`src/rtl/vend_sequencer_if.sv`:
```
// vend_sequencer_if: strobe/handshake bundle between the vending sequencer and its environment.
// The refill strobe exists only when VEND_REFILL_EN is defined.
interface vend_sequencer_if;
  logic       coin_valid;
  logic [1:0] coin_val;
  logic       sel_valid;
  logic [1:0] sel;
  logic       cancel;
  logic       disp_ready;
`ifdef VEND_REFILL_EN
  logic       refill;
`endif
  logic       disp_valid;
  logic [1:0] disp_prod;
  logic       change_valid;
  logic [1:0] change_amt;
  logic [1:0] credit;
  logic [2:0] sold_out;
  logic       err;
  modport slave (
    input
`ifdef VEND_REFILL_EN
    refill,
`endif
    coin_valid, coin_val, sel_valid, sel, cancel, disp_ready,
    output disp_valid, disp_prod, change_valid, change_amt, credit, sold_out, err
  );
  modport master (
    output
`ifdef VEND_REFILL_EN
    refill,
`endif
    coin_valid, coin_val, sel_valid, sel, cancel, disp_ready,
    input disp_valid, disp_prod, change_valid, change_amt, credit, sold_out, err
  );
endinterface

```
`src/rtl/vend_sequencer.sv`:
```
// vend_sequencer: coin/select/dispense/change vending FSM with per-product stock.
// Optional VEND_REFILL_EN adds a refill strobe that reloads stock while IDLE.
module vend_sequencer #(
  parameter int STOCK_INIT = 3,
  parameter int CHG_HOLD   = 2
) (
  input logic            clk,
  input logic            reset,
  vend_sequencer_if.slave bus
);
  typedef enum logic [1:0] {IDLE, CREDIT, DISPENSE, CHANGE} state_t;
  localparam logic [2:0] INIT3 = 3'(STOCK_INIT);
  localparam logic [3:0] HOLD_LAST = 4'(CHG_HOLD - 1);
  state_t          state_q, state_d;
  logic [1:0]      credit_q, credit_d, rem_q, rem_d, prod_q, prod_d, chg_q, chg_d;
  logic [3:0]      hold_q, hold_d;
  logic [2:0][2:0] stock_q, stock_d;
  logic            err_q, err_d;
  logic            coin_ev, sel_ev, sel_ok, front;
  logic [2:0]      sum, sel_stock;
  assign coin_ev   = bus.coin_valid && bus.coin_val != 2'd0;
  assign sel_ev    = bus.sel_valid && bus.sel != 2'd0;
  assign front     = state_q == IDLE || state_q == CREDIT;
  assign sum       = {1'b0, credit_q} + {1'b0, bus.coin_val};
  assign sel_stock = bus.sel == 2'd1 ? stock_q[0] : bus.sel == 2'd2 ? stock_q[1] : stock_q[2];
  assign sel_ok    = sel_stock != 3'd0 && credit_q >= bus.sel;
  always_comb begin
    state_d  = state_q;
    credit_d = credit_q;
    rem_d    = rem_q;
    prod_d   = prod_q;
    chg_d    = chg_q;
    hold_d   = hold_q;
    stock_d  = stock_q;
    err_d    = 1'b0;
    case (state_q)
      IDLE, CREDIT: begin
        if (bus.cancel) begin
          err_d = sel_ev || coin_ev;
          if (state_q == CREDIT) begin
            state_d  = CHANGE;
            chg_d    = credit_q;
            credit_d = 2'd0;
            hold_d   = 4'd0;
          end
        end else if (sel_ev) begin
          err_d = coin_ev || !sel_ok;
          if (sel_ok) begin
            state_d = DISPENSE;
            prod_d  = bus.sel;
            rem_d   = credit_q - bus.sel;
          end
        end else if (coin_ev) begin
          err_d = sum > 3'd3;
          if (sum <= 3'd3) begin
            credit_d = sum[1:0];
            state_d  = CREDIT;
          end
        end
      end
      DISPENSE: begin
        err_d = coin_ev || sel_ev || bus.cancel;
        if (bus.disp_ready) begin
          for (int i = 0; i < 3; i++)
            if (prod_q == 2'(i + 1) && stock_q[i] != 3'd0) stock_d[i] = stock_q[i] - 3'd1;
          credit_d = 2'd0;
          chg_d    = rem_q;
          hold_d   = 4'd0;
          state_d  = rem_q != 2'd0 ? CHANGE : IDLE;
        end
      end
      CHANGE: begin
        err_d  = coin_ev || sel_ev || bus.cancel;
        hold_d = hold_q == HOLD_LAST ? 4'd0 : hold_q + 4'd1;
        state_d = hold_q == HOLD_LAST ? IDLE : CHANGE;
      end
      default: begin
        state_d  = IDLE;
        credit_d = 2'd0;
        chg_d    = 2'd0;
        hold_d   = 4'd0;
      end
    endcase
`ifdef VEND_REFILL_EN
    if (bus.refill) begin
      if (state_q == IDLE) stock_d = {3{INIT3}};
      else err_d = 1'b1;
    end
`endif
  end
  always_ff @(posedge clk) begin
    if (reset) begin
      state_q  <= IDLE;
      credit_q <= 2'd0;
      rem_q    <= 2'd0;
      prod_q   <= 2'd0;
      chg_q    <= 2'd0;
      hold_q   <= 4'd0;
      stock_q  <= {3{INIT3}};
      err_q    <= 1'b0;
    end else begin
      state_q  <= state_d;
      credit_q <= credit_d;
      rem_q    <= rem_d;
      prod_q   <= prod_d;
      chg_q    <= chg_d;
      hold_q   <= hold_d;
      stock_q  <= stock_d;
      err_q    <= err_d;
    end
  end
  assign bus.disp_valid   = state_q == DISPENSE;
  assign bus.disp_prod    = state_q == DISPENSE ? prod_q : 2'd0;
  assign bus.change_valid = state_q == CHANGE;
  assign bus.change_amt   = state_q == CHANGE ? chg_q : 2'd0;
  assign bus.credit       = credit_q;
  assign bus.err          = err_q;
  assign bus.sold_out     = {stock_q[2] == 3'd0, stock_q[1] == 3'd0, stock_q[0] == 3'd0};
endmodule

```
`src/flat_wrapper.sv`:
```
// flat-port wrapper written by rule: the top's interface ports become plain ports
module vend_sequencer_flat 
#(
  parameter int STOCK_INIT = 3,
  parameter int CHG_HOLD   = 2
)
  (clk, reset, bus_coin_valid, bus_coin_val, bus_sel_valid, bus_sel, bus_cancel, bus_disp_ready, bus_disp_valid, bus_disp_prod, bus_change_valid, bus_change_amt, bus_credit, bus_sold_out, bus_err);
  vend_sequencer_if bus_i ();
  input logic clk;
  input logic reset;
  input wire logic [$bits(bus_i.coin_valid)-1:0] bus_coin_valid;
  input wire logic [$bits(bus_i.coin_val)-1:0] bus_coin_val;
  input wire logic [$bits(bus_i.sel_valid)-1:0] bus_sel_valid;
  input wire logic [$bits(bus_i.sel)-1:0] bus_sel;
  input wire logic [$bits(bus_i.cancel)-1:0] bus_cancel;
  input wire logic [$bits(bus_i.disp_ready)-1:0] bus_disp_ready;
  output wire logic [$bits(bus_i.disp_valid)-1:0] bus_disp_valid;
  output wire logic [$bits(bus_i.disp_prod)-1:0] bus_disp_prod;
  output wire logic [$bits(bus_i.change_valid)-1:0] bus_change_valid;
  output wire logic [$bits(bus_i.change_amt)-1:0] bus_change_amt;
  output wire logic [$bits(bus_i.credit)-1:0] bus_credit;
  output wire logic [$bits(bus_i.sold_out)-1:0] bus_sold_out;
  output wire logic [$bits(bus_i.err)-1:0] bus_err;
  assign bus_i.coin_valid = bus_coin_valid;
  assign bus_i.coin_val = bus_coin_val;
  assign bus_i.sel_valid = bus_sel_valid;
  assign bus_i.sel = bus_sel;
  assign bus_i.cancel = bus_cancel;
  assign bus_i.disp_ready = bus_disp_ready;
  assign bus_disp_valid = bus_i.disp_valid;
  assign bus_disp_prod = bus_i.disp_prod;
  assign bus_change_valid = bus_i.change_valid;
  assign bus_change_amt = bus_i.change_amt;
  assign bus_credit = bus_i.credit;
  assign bus_sold_out = bus_i.sold_out;
  assign bus_err = bus_i.err;
  vend_sequencer #(.STOCK_INIT(STOCK_INIT), .CHG_HOLD(CHG_HOLD)) u_core (.clk(clk), .reset(reset), .bus(bus_i));
endmodule
```
`config.mk`:
```
export PLATFORM = sky130hd
export DESIGN_NAME = vend_sequencer_flat
export DESIGN_NICKNAME = d
export VERILOG_FILES = /design/src/rtl/vend_sequencer_if.sv /design/src/rtl/vend_sequencer.sv /design/src/flat_wrapper.sv
export SDC_FILE = /design/constraint.sdc
export NUM_CORES = 1
export LEC_CHECK = 0
export BUFFER_PORTS_ARGS = -buffer_cell sky130_fd_sc_hd__buf_2
export CORE_AREA = 2 2 54 56
export DETAILED_ROUTE_END_ITERATION = 7
export DIE_AREA = 0 0 56 58
export HOLD_SLACK_MARGIN = 0.08
export PLACE_DENSITY = 0.85
export SYNTH_ARGS = -nofsm -noshare
export SYNTH_HDL_FRONTEND = slang
export SYNTH_SLANG_ARGS = --single-unit
```
`constraint.sdc`:
```
create_clock -name clk -period 3.7 [get_ports clk]
set_clock_uncertainty 0.15 [all_clocks]
set_input_delay 0.37 -clock clk [delete_from_list [all_inputs] [get_ports clk]]
set_output_delay 0.37 -clock clk [all_outputs]
set_load 0.02 [all_outputs]
```
**Word level (Yosys, flattened, before mapping)**

Cells that the tools add are included.

- Register bits: 24
- Latch bits: 0
- Memory bits (writable): 0
- Memory bits (read-only): 0
- Input bits: 10
- Output and inout port bits: 12
- Logic and storage cells: 105
- Memories: 0

- $add $sub $neg: 6
- Multipliers: 0
- Divide/modulo/power cells: 0
- $lt $le $gt $ge: 3
- Equality and inequality tests: 19
- Shift operators: 0
- Mux-type cells: 34
- Bitwise operators: 1
- Reduce and logical (&&, ||, !) cells: 32

Operator list:

| kind | count |
|---|---|
| two-way mux 2 bit | 20 |
| two-way mux 4 bit | 4 |
| one-hot mux 4 bit (3 select lines) | 1 |
| AND reduction 3 bit | 4 |
| nonzero test 3 bit | 4 |
| equality test 2 bit, second input constant | 5 |
| logical NOT 3 bit | 3 |
| inequality test 3 x 2 -> 1 bit, second input constant | 3 |
| subtractor 3 x 1 -> 3 bit, second input constant | 3 |
| inequality test 4 x 2 -> 1 bit, second input constant | 2 |
| one-hot mux 2 bit (2 select lines) | 2 |
| AND reduction 4 bit | 2 |
| nonzero test 2 bit | 4 |
| equality test 2 x 1 -> 1 bit, second input constant | 3 |
| logical AND 1 bit | 6 |
| two-way mux 3 bit | 2 |
| one-hot mux 2 bit (3 select lines) | 1 |
| AND reduction 6 bit | 1 |
| AND reduction 5 bit | 1 |
| adder 4 x 1 -> 4 bit, second input constant | 1 |
| equality test 4 x 1 -> 1 bit, second input constant | 1 |
| inequality test 2 bit, second input constant | 2 |
| inequality test 4 bit, second input constant | 1 |
| OR reduction 2 bit | 2 |
| 13 further kinds | 17 |

**Longest topological paths before layout**

- Depth after elaboration: 10
- Mapped depth: 9
- Mapped depth without buffers: 9

**Least setup slack after synthesis**

Ideal clock, no wire load.

- Path kind: register to register
- Start point: reg u_core.credit_q[0], in the netlist u_core.bus.credit[0]
- End point: reg u_core.state_q[1]
- Library setup time: 130 ps
- Arrival time: 1750 ps
- Required time: 3420 ps
- Setup slack: 1669 ps
- Cell stages (with the launch flop): 10
- Buffers on the path: 0
- Period minus slack after synthesis: 2031 ps
- Path through: dfxtp_1 -> inv_1 -> ha_1 -> inv_1 -> fa_1 -> a21oi_1 -> a2111oi_2 -> o21ai_2 -> a221oi_2 -> a311oi_1

- Cells in the longest elaborated chain, start to end: 4
- Elaborated cells between the ends (all ways): 7
- Those cells by class: add/sub (1); order compare (2); eq/ne (2); reduce/logical (2)

Ends and longest elaborated chain:

| what | line | source |
|---|---|---|
| start: declaration | vend_sequencer.sv:15 | `logic [1:0] credit_q, credit_d, rem_q, rem_d, prod_q, prod_d, chg_q, chg_d;` |
| start signal: assignment | vend_sequencer.sv:103 | `credit_q <= credit_d;` |
| adder 2 x 2 -> 3 bit / greater-or-equal comparator 2 bit (equally long branches) | vend_sequencer.sv:24, vend_sequencer.sv:26 |  |
| less-or-equal comparator 3 x 2 -> 1 bit / logical AND 1 bit (equally long branches) | vend_sequencer.sv:55, vend_sequencer.sv:26 |  |
| inequality test 4 x 2 -> 1 bit (no source line) / inequality test 4 bit (equally long branches) | n/a |  |
| AND reduction 5 bit (no source line) * | n/a |  |
| end signal: assignment | vend_sequencer.sv:102 | `state_q <= state_d;` |
| end: declaration | vend_sequencer.sv:14 | `state_t state_q, state_d;` |

Every way passes the cells marked *; elsewhere a longest branch is shown, timed or not.
A chain may end at the register's enable or synchronous reset.

**Final worst setup path**

- Start point: reg u_core.state_q[0]
- End point: reg u_core.state_q[0]

- Cells in the longest elaborated chain, start to end: 4
- Elaborated cells between the ends (all ways): 12
- Those cells by class: eq/ne (8); mux (1); reduce/logical (3)

Ends and longest elaborated chain:

| what | line | source |
|---|---|---|
| equality test 2 x 1 -> 1 bit / logical NOT 2 bit (equally long branches) | n/a |  |
| OR reduction 2 bit | vend_sequencer.sv:36 | `case (state_q)` |
| inequality test 4 x 2 -> 1 bit (no source line) (tied with other cells) | n/a |  |
| AND reduction 5 bit (no source line) | n/a |  |

Parallel ways exist; a longest one is shown, timed or not.

==> run_results.csv <==
group,metric,value,unit
outcome,outcome,"completed",
sta,tightest_slew,0.424,ns
yosys,synth_top_area_cell,"dfxtp_1",
worst_setup_path,path_cells,"inv_1 -> ha_1 -> nor2b_1 -> a2111oi_2 -> o21ai_2 -> a211oi_1 -> a311oi_1",
cts,htreeDepth,1,
yosys,synth_edf_count,0,
cts,cts.sinks,24,
worst_setup_path,critPathLaunchType,"flop",
yosys,ys_warn_count,0,
cts,cts_buffers,3,
sta,slew_viol_final,0,
routing,dr_total_vias,1271,
yosys,synth_compound_area_share,19.0,%
floorplan,io_pins,22,
place,numPortBuffers,21,
yosys,ys_seq_area_share,32.1,%
sta,finalHoldViolations,0,
layout,drive_above_1_share,17.6,%
global_route,grt_overflow,0,
global_route,track_usage,19.2,%
floorplan,start_util,56.3,%
floorplan,num_rows,19,
power,pwr_density_cell,549,nW/um^2
worst_setup_path,critical_path_required,3.75,ns
yosys,synth_mux_area_share,3.34,%
cts,path_clk_slew,0.13,ns
routing,drt_iter0_drc,43,
yosys,avgSynthCellArea,8.61,sq um
worst_setup_path,crit_family,"compound AO/OA/AOI/OAI gates",
cts,clock_latency,0.31,ns
yosys,synth_cell_type_count,42,
sta,slew_headroom,71.7,%
layout,fin_util,62.6,%
yosys,synth_xor_area_share,4.09,%
routing,drtPass1Iterations,4,
yosys,synth_seq_cells,24,
cts,tritoncts,"done",
sta,fin_crit_sh,61.5,%
yosys,synth.cell_area,1500,sq um
routing,routedWlPerCell,13.3,um
floorplan,die_h,58,um
global_route,grt_pass1_wl,4900,um
worst_setup_path,slowest_delay,0.38,ns
place,gp_congestion,0.938,
yosys,yosys_most_used_dff,"dfxtp_1",
sta,fin_crit,2.28,ns
yosys,netlist_top_cells_area,"dfxtp_1, ha_1, nor2_1, inv_1, mux2i_1",
place,dp_hpwl,2310,um
worst_setup_path,path_class,"flop to flop",
worst_hold_path,hp-class,"input port to flop",
power,leakagePower,0.000781,uW
floorplan,die_x,56,um
worst_setup_path,cp-end-kind,"flop",
cts,post_cts_buffers,0,
sta,rsz0062_at_grt,"false",
routing,drc,0,
job,cap_viol_max_count,0,
cts,post_cts_resized,0,
cts,cts-root-buf,"clkbuf_4",
yosys,synthCells,174,
routing,routed_wl,2970,um
routing,final_antenna_net_count,0,
worst_setup_path,critical_path_peak_fanout,14,
sta,setup_tns,0,ns
global_route,antenna_found_initial,0,
layout,antenna_cells,0,
yosys,syn_nets,201,
power,irDropWorstVdd,0.359,mV
yosys,synth_top_family_by_area,"simple AND/OR/NAND/NOR gates",
cts,cts_hold_buf,0,
yosys,async_flop_share,0,%
worst_setup_path,cp_num_buf_inv,1,
cts,clock_path_buffers,2,
routing,vias_per_cell,5.67,
floorplan,die_area,3250,sq um
worst_setup_path,cp.arrival,2.32,ns
layout,layout.nets,221,
yosys,synthAdderAreaFrac,15.2,%
yosys,yosys.area_share.simple,19.9,%
floorplan,design.core.area,2660,sq um
layout,syn_to_final_growth,11.3,%
sta,fmaxAchievable,0.439,GHz
yosys,synth_top_area_share,32.1,%
global_route,grt_pass1_vias,1154,
sta,setup_violations,0,
worst_setup_path,cp_slowest_cell,"dfxtp_1",
global_route,grt_max_degree,23,
==> registers in the layout, summed over array words and instances, names as in the netlist <==
name,flops
u_core.bus.credit,2
u_core.stock_q,9
u_core.prod_q,2
u_core.rem_q,2
u_core.chg_q,2
u_core.hold_q,4
u_core.bus.err,1
u_core.state_q,2
==> cell type report <==
cell class	count	area, sq um
multi-input combinational	126	923
timing repair buffer	21	105
tap	31	38.8
clock inverter	1	30.0
inverter	18	67.6
fill	249	995
clock buffer	3	22.5
sequential	24	480
==> layer usage <==
layer / vias to the layer above / GRT usage (%) / wire (um)
met4: 0 / 10.9 / 87
met1: 604 / 23.1 / 1310
met3: 8 / 2.90 / 113
met2: 30 / 33.1 / 1450
li1: 629 / - / -
met5: - / 0 / 0
==> cells in the mapped netlist (2+ instances only) <==
cell type,number
dfxtp_1,24
nor2_1,20
inv_1,18
ha_1,15
nand2_1,9
o21ai_0,9
nand2b_1,8
a21oi_1,5
mux2i_1,5
a211oi_1,4
and2_1,4
clkbuf_1,4
nor3_1,4
xnor2_1,4
a211o_1,3
nand3_1,3
nor2b_1,3
xor2_1,3
a311oi_1,2
a31oi_1,2
fa_1,2
o21a_1,2
o21ai_2,2
==> where the power goes <==
group | total [uW] | switching (uW) | internal (uW)
sequential | 323 | 30.8 | 292
combinational | 402 | 244 | 158
clock | 190 | 80.9 | 110
==> worst reg2reg max path, delay by kind of cell (launching register included) <==
family          cells  cell delay [ns]
fa+ha+maj           1             0.36
buf+inv             1             0.09
simple gates        1             0.27
compound gates      4             0.92
flops               1             0.38
==> worst paths after layout <==
path,slack [ns],endpoint,cells past startpoint,start
hold reg to reg,0.33,u_core.rem_q[0]$_SDFFE_PP0P_,2,u_core.rem_q[0]$_SDFFE_PP0P_
setup / recovery,1.42,u_core.state_q[0]$_SDFFE_PP0P_,7,u_core.state_q[0]$_SDFFE_PP0P_
hold / removal,0.24,u_core.prod_q[1]$_SDFFE_PP0P_,3,bus_sel[1]
setup reg to reg,1.42,u_core.state_q[0]$_SDFFE_PP0P_,7,u_core.state_q[0]$_SDFFE_PP0P_
==> per-stage QoR <==
stage               area, sq um  total power (uW)  hold WS (ns)  instances  setup slack, ns
floorplan                  1500               637         0.296        174             1.67
global placement           1620               707         0.315        220             1.56
detailed placement         1620               724         0.312        220             1.43
CTS                        1670               919         0.235        224             1.47
global route               1670               973         0.252        224             1.30
finish                     1670               915         0.244        224             1.42
==> cell families after synthesis <==
| group | Yosys count |
|---|---|
| AND/OR/NAND/NOR | 59 |
| AO/OA/AOI/OAI | 38 |
| buffers and inverters | 24 |
| multiplexers | 5 |
| XOR/XNOR | 7 |
| adder cells (fa/ha/maj) | 17 |
| flip-flops | 24 |
==> cell usage in the layout, fill, tap and decap left out, drive strengths merged, types with 2 or more instances in the layout <==
cell / synthesis / routed
dfxtp: 24 / 24
buf: 2 / 21
nor2: 20 / 20
inv: 18 / 18
ha: 15 / 15
o21ai: 12 / 12
nand2: 9 / 9
nand2b: 8 / 8
a21oi: 5 / 5
mux2i: 5 / 5
nor3: 5 / 5
and2: 4 / 4
a211oi: 4 / 4
xnor2: 4 / 4
xor2: 3 / 3
nand3: 3 / 3
nor2b: 3 / 3
a211o: 3 / 3
clkbuf: 4 / 3
a31oi: 2 / 2
o21a: 2 / 2
a311oi: 2 / 2
fa: 2 / 2
(Power assumes the default switching activity.)
